`config.mk`:
```
export PLATFORM = sky130hd
export DESIGN_NAME = heater_thermal_ctrl
export DESIGN_NICKNAME = d
export VERILOG_FILES = /design/src/rtl/heater_pkg.sv /design/src/rtl/heater_pwm.sv /design/src/rtl/heater_thermal_ctrl.sv
export SDC_FILE = /design/constraint.sdc
export NUM_CORES = 1
export LEC_CHECK = 0
export CAP_MARGIN = 15
export CORE_MARGIN = 2
export CORE_UTILIZATION = 46
export DETAILED_ROUTE_END_ITERATION = 6
export PLACE_DENSITY = 0.78
export SLEW_MARGIN = 20
export SYNTH_ARGS = -nofsm -noshare
export SYNTH_HDL_FRONTEND = slang
export SYNTH_SLANG_ARGS = --single-unit
```
`constraint.sdc`:
```
create_clock -name Clk -period 4.8 [get_ports Clk]
set_input_delay 1.44 -clock Clk [delete_from_list [all_inputs] [get_ports Clk]]
set_output_delay 1.44 -clock Clk [all_outputs]
set_load 0.05 [all_outputs]
```
`src/rtl/heater_pkg.sv`:
```
// Shared types and constants for the heater thermal controller.
package heater_pkg;

  typedef enum logic [1:0] {
    ST_IDLE  = 2'd0,
    ST_COOL  = 2'd1,
    ST_HEAT  = 2'd2,
    ST_FAULT = 2'd3
  } heat_state_e;

  localparam int ST_TEMP_LSB  = 0;
  localparam int ST_TEMP_W    = 12;
  localparam int ST_STATE_LSB = 12;
  localparam int ST_TMO_BIT   = 14;
  localparam int ST_TRIP_BIT  = 15;
  localparam int ST_ENT_LSB   = 16;
  localparam int ST_ENT_W     = 16;

  localparam logic [11:0] TRIP_CODE_DEF = 12'hA00;

endpackage

```
`src/rtl/heater_pwm.sv`:
```
// PWM gate for the heater: 256-cycle period, counter restarts on HEAT entry.
module heater_pwm
  import heater_pkg::*;
(
  input  logic       Clk,
  input  logic       Reset_n,
  input  logic       in_heat,
  input  logic [7:0] cfg_duty,
  output logic       pwm_on
);

  logic [7:0] pwm_cnt_q;
  logic [7:0] pwm_cnt_d;

  // Held at zero outside HEAT, so every entry starts a fresh period.
  always_comb begin
    pwm_cnt_d = 8'd0;
    if (in_heat) begin
      pwm_cnt_d = pwm_cnt_q + 8'd1;
    end
  end

  assign pwm_on = in_heat && (pwm_cnt_q < cfg_duty);

  always_ff @(posedge Clk) begin
    if (!Reset_n) begin
      pwm_cnt_q <= 8'd0;
    end else begin
      pwm_cnt_q <= pwm_cnt_d;
    end
  end

endmodule

```
`src/rtl/heater_thermal_ctrl.sv`:
```
// Bang-bang heater controller with hysteresis, PWM gating and on-time timeout.
// Optional over-temperature trip enabled by HEATER_CTRL_TRIP_EN.
module heater_thermal_ctrl
  import heater_pkg::*;
#(
  parameter int                 BUS_WIDTH = 32,
  parameter int                 TEMP_W    = 12,
  parameter logic [TEMP_W-1:0]  TRIP_CODE = TEMP_W'(TRIP_CODE_DEF)
) (
  input  logic                  Clk,
  input  logic                  Reset_n,
  input  logic                  cfg_enable,
  input  logic [TEMP_W-1:0]     cfg_setpoint,
  input  logic [7:0]            cfg_hyst,
  input  logic [7:0]            cfg_duty,
  input  logic [31:0]           cfg_max_on,
  input  logic                  temp_valid,
  input  logic [TEMP_W-1:0]     temp_data,
  output logic [BUS_WIDTH-1:0]  heater_word,
  output logic [BUS_WIDTH-1:0]  status,
  output logic                  fault
);

  heat_state_e        state_q, state_d;
  logic [31:0]        on_cnt_q, on_cnt_d;
  logic [15:0]        ent_q, ent_d;
  logic               tmo_q, tmo_d;
  logic               trip_q, trip_d;
  logic [TEMP_W-1:0]  temp_q, temp_d;
  logic               heater_q, heater_d;
  logic               fault_q, fault_d;

  logic [TEMP_W:0]    hyst_x;
  logic [TEMP_W:0]    low;
  logic [32:0]        on_nxt;
  logic               below;
  logic               above;
  logic               tmo_hit;
  logic               trip_hit;
  logic               tmo_set;
  logic               trip_set;
  logic               pwm_on;
  logic [31:0]        st_w;

  assign hyst_x = (TEMP_W+1)'(cfg_hyst);
  assign low    = ({1'b0, cfg_setpoint} < hyst_x) ? '0
                : {1'b0, cfg_setpoint} - hyst_x;
  assign below  = temp_valid && ({1'b0, temp_data} < low);
  assign above  = temp_valid && (temp_data >= cfg_setpoint);

  // One extra bit so the +1 compare cannot alias on wrap.
  assign on_nxt  = {1'b0, on_cnt_q} + 33'd1;
  assign tmo_hit = (state_q == ST_HEAT) && (cfg_max_on != 32'd0)
                && (on_nxt == {1'b0, cfg_max_on});

`ifdef HEATER_CTRL_TRIP_EN
  assign trip_hit = temp_valid && (temp_data >= TRIP_CODE);
`else
  logic unused_trip;
  assign unused_trip = ^TRIP_CODE;
  assign trip_hit    = 1'b0;
`endif

  always_comb begin
    state_d  = state_q;
    tmo_set  = 1'b0;
    trip_set = 1'b0;
    if (!cfg_enable) begin
      state_d = ST_IDLE;
    end else begin
      unique case (state_q)
        ST_IDLE: begin
          if (temp_valid) begin
            state_d = below ? ST_HEAT : ST_COOL;
          end
        end
        ST_COOL: begin
          if (trip_hit) begin
            state_d  = ST_FAULT;
            trip_set = 1'b1;
          end else if (below) begin
            state_d = ST_HEAT;
          end
        end
        ST_HEAT: begin
          if (trip_hit || tmo_hit) begin
            state_d  = ST_FAULT;
            trip_set = trip_hit;
            tmo_set  = tmo_hit;
          end else if (above) begin
            state_d = ST_COOL;
          end
        end
        ST_FAULT: begin
          state_d = ST_FAULT;
        end
        default: begin
          state_d = ST_IDLE;
        end
      endcase
    end
  end

  always_comb begin
    on_cnt_d = 32'd0;
    ent_d    = ent_q;
    tmo_d    = tmo_q | tmo_set;
    trip_d   = trip_q | trip_set;
    temp_d   = temp_valid ? temp_data : temp_q;
    heater_d = pwm_on;
    fault_d  = (state_q == ST_FAULT);
    // Saturates only when no timeout is configured.
    if (state_q == ST_HEAT) begin
      on_cnt_d = on_nxt[32] ? on_cnt_q : on_nxt[31:0];
    end
    if ((state_d == ST_HEAT) && (state_q != ST_HEAT)
        && (ent_q != 16'hFFFF)) begin
      ent_d = ent_q + 16'd1;
    end
    if ((state_q == ST_FAULT) && (state_d == ST_IDLE)) begin
      tmo_d  = 1'b0;
      trip_d = 1'b0;
    end
  end

  always_ff @(posedge Clk) begin
    if (!Reset_n) begin
      state_q  <= ST_IDLE;
      on_cnt_q <= 32'd0;
      ent_q    <= 16'd0;
      tmo_q    <= 1'b0;
      trip_q   <= 1'b0;
      temp_q   <= '0;
      heater_q <= 1'b0;
      fault_q  <= 1'b0;
    end else begin
      state_q  <= state_d;
      on_cnt_q <= on_cnt_d;
      ent_q    <= ent_d;
      tmo_q    <= tmo_d;
      trip_q   <= trip_d;
      temp_q   <= temp_d;
      heater_q <= heater_d;
      fault_q  <= fault_d;
    end
  end

  heater_pwm u_pwm (
    .Clk      (Clk),
    .Reset_n  (Reset_n),
    .in_heat  (state_q == ST_HEAT),
    .cfg_duty (cfg_duty),
    .pwm_on   (pwm_on)
  );

  always_comb begin
    st_w = 32'd0;
    st_w[ST_TEMP_LSB +: ST_TEMP_W] = ST_TEMP_W'(temp_q);
    st_w[ST_STATE_LSB +: 2]        = state_q;
    st_w[ST_TMO_BIT]               = tmo_q;
    st_w[ST_TRIP_BIT]              = trip_q;
    st_w[ST_ENT_LSB +: ST_ENT_W]   = ent_q;
  end

  assign heater_word = {{(BUS_WIDTH-1){1'b0}}, heater_q};
  assign status      = BUS_WIDTH'(st_w);
  assign fault       = fault_q;

endmodule
```
# Word level (Yosys, flattened, before mapping)
# Index checks and enable logic that the tools add are counted.
[word_totals] ff_bits=73 out_inout_bits=65 elab_cells=49
[classes] addsub=4 order_cmp=4 eq_ne=7 mux=11 n_bitwise=2 reduce_logical=13
[ops] operator="$add 32x1->33 const B" n=1
[ops] operator="$eq 33x32->1" n=1
[ops] operator="$reduce_bool 32->1" n=1
[ops] operator="$add 16x1->16 const B" n=1
[ops] operator="$ne 16x16->1 const B" n=1
[ops] operator="$lt 12x13->1" n=1
[ops] operator="$mux 13" n=1
[ops] operator="$sub 12x8->13" n=1
[ops] operator="$ge 12x12->1" n=1
[ops] operator="$lt 12x8->1" n=1
[ops] operator="$mux 2" n=6
[ops] operator="$add 8x1->8 const B" n=1
[ops] operator="$logic_and 1x1->1" n=8
[ops] operator="$lt 8x8->1" n=1
[ops] operator="$pmux 2 s4" n=1
[ops] operator="$eq 2x2->1 const B" n=3
[ops] operator="$logic_not 2->1" n=2
[ops] operator="$mux 1" n=3
[ops] operator="$eq 2x1->1 const B" n=1
[ops] operator="$ne 2x2->1 const B" n=1
[ops] operator="$reduce_and 2->1" n=1
[ops] operator="$reduce_or 2->1" n=1
[ops] operator="$not 1->1" n=1
[ops] operator="$or 1x1->1" n=1

# Longest topological paths before layout
[depth] ltp_word=11 depth_mapped=20

# By module
# From an unflattened synthesis, not the netlist that was laid out.
[hier_totals] hier_cells=734 area_unflattened_um2=5921.9
[by_module_without_submodules] module="heater_thermal_ctrl" n_inst=1 cells_each=679 area_each_um2=5440.2 seq_area_each_um2=1301.2
[by_module_without_submodules] module="heater_pwm" n_inst=1 cells_each=55 area_each_um2=481.7 seq_area_each_um2=160.2

# Least setup slack after synthesis
# No wires, ideal clock.
[synth_path] path_type="input to register" startpoint="in cfg_hyst[2]" endpoint="reg ent_q[7]" setup_time_ns=0.115 arrival_time_ns=5.027 setup_slack_ns=-0.342 cell_stages=18 n_path_buf=1 path_cell_list="inv_1 > ha_1 > nor2b_1 > o31a_1 > o31a_1 > or2_2 > a21oi_1 > xnor2_1 > nand2_1 > ha_1 > a21o_1 > a2111oi_0 > a2bb2oi_1 > a32oi_2 > buf_2 > nor3_1 > xor2_1 > and2_1"
[synth_via] elab_chain_len=11
[synth_lines] item="start: declaration" line_no="heater_thermal_ctrl.sv:14" source="input logic [7:0] cfg_hyst,"
[synth_lines] item="$sub 12x8->13 or $lt 12x8->1 (tied branches)" line_no="heater_thermal_ctrl.sv:47, heater_thermal_ctrl.sv:46"
[synth_lines] item="$mux 13 (*)" line_no="heater_thermal_ctrl.sv:46" source="assign low = ({1'b0, cfg_setpoint} < hyst_x) ? '0"
[synth_lines] item="$lt 12x13->1 (*)" line_no="heater_thermal_ctrl.sv:48" source="assign below = temp_valid && ({1'b0, temp_data} < low);"
[synth_lines] item="$logic_and 1x1->1 (*)" line_no="heater_thermal_ctrl.sv:48"
[synth_lines] item="$mux 2" line_no="heater_thermal_ctrl.sv:74" source="state_d = below ? ST_HEAT : ST_COOL;"
[synth_lines] item="$mux 2" line_no="heater_thermal_ctrl.sv:73" source="if (temp_valid) begin"
[synth_lines] item="$pmux 2 s4 (*)" line_no="heater_thermal_ctrl.sv:71" source="unique case (state_q)"
[synth_lines] item="$mux 2 (*)" line_no="heater_thermal_ctrl.sv:68" source="if (!cfg_enable) begin"
[synth_lines] item="$eq 2x2->1 (*)" line_no="heater_thermal_ctrl.sv:116" source="if ((state_d == ST_HEAT) && (state_q != ST_HEAT)"
[synth_lines] item="$logic_and 1x1->1 (*)" line_no="heater_thermal_ctrl.sv:116"
[synth_lines] item="$logic_and 1x1->1 (*)" line_no="heater_thermal_ctrl.sv:117" source="&& (ent_q != 16'hFFFF)) begin"
[synth_lines] item="end signal: assignment" line_no="heater_thermal_ctrl.sv:139" source="ent_q <= ent_d;"
[synth_lines] item="end: declaration" line_no="heater_thermal_ctrl.sv:26" source="logic [15:0] ent_q, ent_d;"
# Mark *: on every way between the ends. The rest lies on a longest branch, timed or not.
# A chain may end at the register's enable or synchronous reset.

# Worst setup path after layout
[layout_path] startpoint="in cfg_setpoint[0]" endpoint="reg ent_q[10]"
[layout_via] elab_chain_len=11
[layout_lines] item="start: declaration" line_no="heater_thermal_ctrl.sv:13" source="input logic [TEMP_W-1:0] cfg_setpoint,"
[layout_lines] item="$sub 12x8->13 or $lt 12x8->1 (tied branches)" line_no="heater_thermal_ctrl.sv:47, heater_thermal_ctrl.sv:46"
[layout_lines] item="$mux 13" line_no="heater_thermal_ctrl.sv:46"
[layout_lines] item="$lt 12x13->1" line_no="heater_thermal_ctrl.sv:48"
[layout_lines] item="$logic_and 1x1->1" line_no="heater_thermal_ctrl.sv:48"
[layout_lines] item="$mux 2" line_no="heater_thermal_ctrl.sv:74"
[layout_lines] item="$mux 2" line_no="heater_thermal_ctrl.sv:73"
[layout_lines] item="$pmux 2 s4 (*)" line_no="heater_thermal_ctrl.sv:71"
[layout_lines] item="$mux 2 (*)" line_no="heater_thermal_ctrl.sv:68"
[layout_lines] item="$eq 2x2->1 (*)" line_no="heater_thermal_ctrl.sv:116"
[layout_lines] item="$logic_and 1x1->1 (*)" line_no="heater_thermal_ctrl.sv:116"
[layout_lines] item="$logic_and 1x1->1 (*)" line_no="heater_thermal_ctrl.sv:117"
# Marked as above.

==> results by group <==
Timing
  • Clock skew: 5.143 ps
  • Slew Limit Fails: 0
  • Worst-Margin Slew: 1059 ps
  • Max transition margin: 29.24%
  • Crit path time final: 4892 ps
  • Final Hold Viols: 0
  • Min Hold Slack: 506.0 ps
  • Fmax: 204.4 MHz
  • Crit share post-route: 101.9%
  • Final worst-path setup slack: -91.63 ps
  • Final setup fails: 12
  • RSZ-0062 raised after global routing: true

Clock tree
  • CTS tree: done
  • Max Root-Sink Buffers: 2
  • Worst skew pair latency: 340 ps
  • H-Tree Depth: 3
  • CTS Sinks: 73
  • CTS Buf Count: 9
  • Clock Root Buffer: clkbuf_16
  • Clk slew on worst S/H paths: 50 ps

Worst setup path
  • Setup slack, reg-to-reg: 1660 ps
  • Slowest CP cell: a2111oi_4
  • Worst setup SP type: input pin
  • Crit path kind: input pin to register
  • Max Fanout on Critical Path: 4
  • Worst EP arrival: 5170 ps
  • Crit end category: register
  • CP bufs+invs: 3
  • Critical path, cell by cell: buf_12, inv_12, ha_4, fa_2, nor2b_4, o31a_1, o31a_1, or2_4, a21oi_2, xnor2_1, nand2_1, ha_4, a21o_1, a2111oi_4, a2bb2oi_4, a32oi_4, buf_12, nor3_4, and3_4, mux2i_1
  • CP max stage delay: 350 ps
  • WP data required: 5080 ps
  • Delay-heaviest family, CP: compound AO/OA/AOI/OAI gates

Placement
  • Gpl congestion: 0.9535
  • Port buffer count: 108
  • Placed Cells: 942
  • HPWL after detailed placement: 12.05 mm

Pwr
  • Maximum vdd drop: 0.0001910 V
  • Switching part of the total power: 30.20%
  • Leak Pwr: 3.193 nW
  • Reg power frac: 36.0%
  • Net Switching: 0.0005226 W
  • PD cells: 227.0 nW/um2
  • Int Pwr: 0.001208 W
  • Clock power share: 36.5%
  • Logic gate share of total power: 27.6%

Routing
  • TritonRoute pass-1 iters: 5
  • 1st-iter DRT viols: 285
  • Final wirelength: 16.34 mm
  • Drc violations: 0
  • Via density: 5.664
  • Wirelength per Cell: 16.84 um
  • Number of routed nets with antenna violations: 0
  • Total number of vias: 5494

Status
  • Failing checks: setup timing
  • Status: complete, but fails checks

Global routing
  • Pin count of the biggest net entering global routing: 34
  • First-pass GRT wire length: 25.62 mm
  • GRT Total Usage: 24.41%
  • Initial antenna violation count: 0
  • Vias in the first global route: 5399
  • Grt total ovfl: 0

Cells and area
  • Fin nets: 936
  • Layout Cells excl Fill: 970
  • # diodes: 0
  • Synthesis-to-finish area growth: 34.75%
  • Layout cells sized above 1: 13.85%

Synth
  • Register bit count reported by yosys: 73
  • Ys Warns: 0
  • Post-synthesis cell count: 680
  • Leading area contributor after synthesis: dfxtp_1
  • Syn Area/Cell: 8.319 um2
  • Post-synthesis async set-or-reset flop share: 0%
  • Top-count cell post-synth: dfxtp_1
  • Number of synthesized flops with an enable pin: 0
  • Post-synth top flop: dfxtp_1
  • Sequential-to-total area share from yosys stat: 25.83%
  • Synth area leaders: dfxtp_1, ha_1, xor2_1
  • Synth cell count leaders: dfxtp_1, xor2_1, a21oi_1
  • Distinct cells, synth: 67
  • Yosys top cell area share: 25.83%
  • Post-synthesis cell area: 5657 um2

Floorplanning
  • IO Count: 141
  • Full die area: 13200 um2
  • Core Footprint: 12010 um2
  • Number of core rows: 40
  • Starting density of the core: 47.09%
  • Die width: 114.9 um
  • Vert. Die Dim: 114.9 um

Run
  • Max-cap viol count: 0

Min path
  • Hold Crit Class: register to register
path summary, 6_finish.rpt:
kind | to | depth (start not counted) | startpoint
setup / recovery | ent_q[10]$_SDFFE_PN0P_ | 20 | cfg_setpoint[0]
hold / removal | u_pwm.pwm_cnt_q[0]$_SDFF_PN0_ | 1 | u_pwm.pwm_cnt_q[0]$_SDFF_PN0_
setup reg to reg | state_q[1]$_SDFF_PN0_ | 9 | on_cnt_q[0]$_SDFFE_PN0N_
hold reg to reg | u_pwm.pwm_cnt_q[0]$_SDFF_PN0_ | 1 | u_pwm.pwm_cnt_q[0]$_SDFF_PN0_
layout by cell type (no fill, tap or decap), drive strengths merged, types with 3 or more instances in the layout:
cell / netlist / routed
xnor2: 37 / 37
mux2i: 16 / 16
or3: 6 / 6
nor4: 23 / 23
nand4: 18 / 18
a31oi: 6 / 6
a21o: 14 / 14
nor3: 19 / 19
clkdlybuf4s50: 0 / 98
nand2: 39 / 39
dlygate4sd2: 0 / 4
and2: 13 / 13
nor2: 32 / 32
nor2b: 18 / 18
buf: 44 / 52
nand3: 33 / 33
dfxtp: 73 / 73
o2111ai: 5 / 5
clkbuf: 15 / 14
and3: 16 / 16
and4: 10 / 10
xnor3: 3 / 3
o21a: 4 / 4
xor2: 45 / 45
inv: 38 / 38
a21oi: 44 / 44
conb: 1 / 32
ha: 41 / 41
a2111oi: 3 / 3
nand2b: 8 / 8
o21ai: 17 / 17
sequential cells by signal (all words and copies together) (netlist names):
signal / count
on_cnt_q: 32
ent_q: 16
temp_q: 12
u_pwm.pwm_cnt_q: 8
state_q: 2
fault: 1
heater_q: 1
tmo_q: 1
what timing repair did:
action	4_1_cts	5_1_grt
pin swaps	25	27
cloned	1	0
endpoints found under the setup margin	18	17
buffers inserted	7	5
gates resized for setup	57	14
hold buffers	0	0
power groups by stage:
stage	clock, W	sequential (W)	combinational [W]
floorplan	0	0.000662	0.000251
global placement	0	0.000635	0.000414
detailed placement	0	0.000635	0.000425
CTS	0.000640	0.000622	0.000453
global route	0.000666	0.000623	0.000510
finish	0.000631	0.000623	0.000477
stage by stage:
| stage | area (um2) | util, % | setup slack, ps | power, W | setup TNS (ps) |
|---|---|---|---|---|---|
| 5_1_grt | 7622 | 63.46 | -240.9 | 0.001799 | -3069 |
| 6_report | 7622 | 63.46 | -91.63 | 0.001730 | -422.0 |
| 3_3_place_gp | 7039 | 58.60 | -840.4 | 0.001049 | -13310 |
| 3_5_place_dp | 7039 | 58.60 | -978.5 | 0.001060 | -15480 |
| 2_1_floorplan | 5893 | - | -30.40 | 0.0009133 | -272.8 |
| 4_1_cts | 7511 | 62.53 | -85.39 | 0.001716 | -530.3 |
area by class of cell:
| type | count | area [um2] |
|---|---|---|
| repair buffers | 154 | 1438 |
| multi-input cells | 542 | 4108 |
| clock inverters | 2 | 12.51 |
| flip-flops and latches | 73 | 1461 |
| clock buffers | 14 | 264.0 |
| fillers | 998 | 4389 |
| well taps | 147 | 183.9 |
| inverters | 38 | 155.1 |
layer usage:
metal  GRT usage (%)  wire [um]
met2           41.41       7997
met1           30.19       6945
met3           4.112        907
met5               0          0
met4           11.49        488
cells by family after synthesis:
logic type	synth area share, %
buf+inv	9.157
fa+ha+maj	9.600
other cells	0.06629
compound gates	13.91
flops	25.83
xor+xnor	14.31
mux	2.831
simple gates	24.29
(Power assumes the default switching activity.)
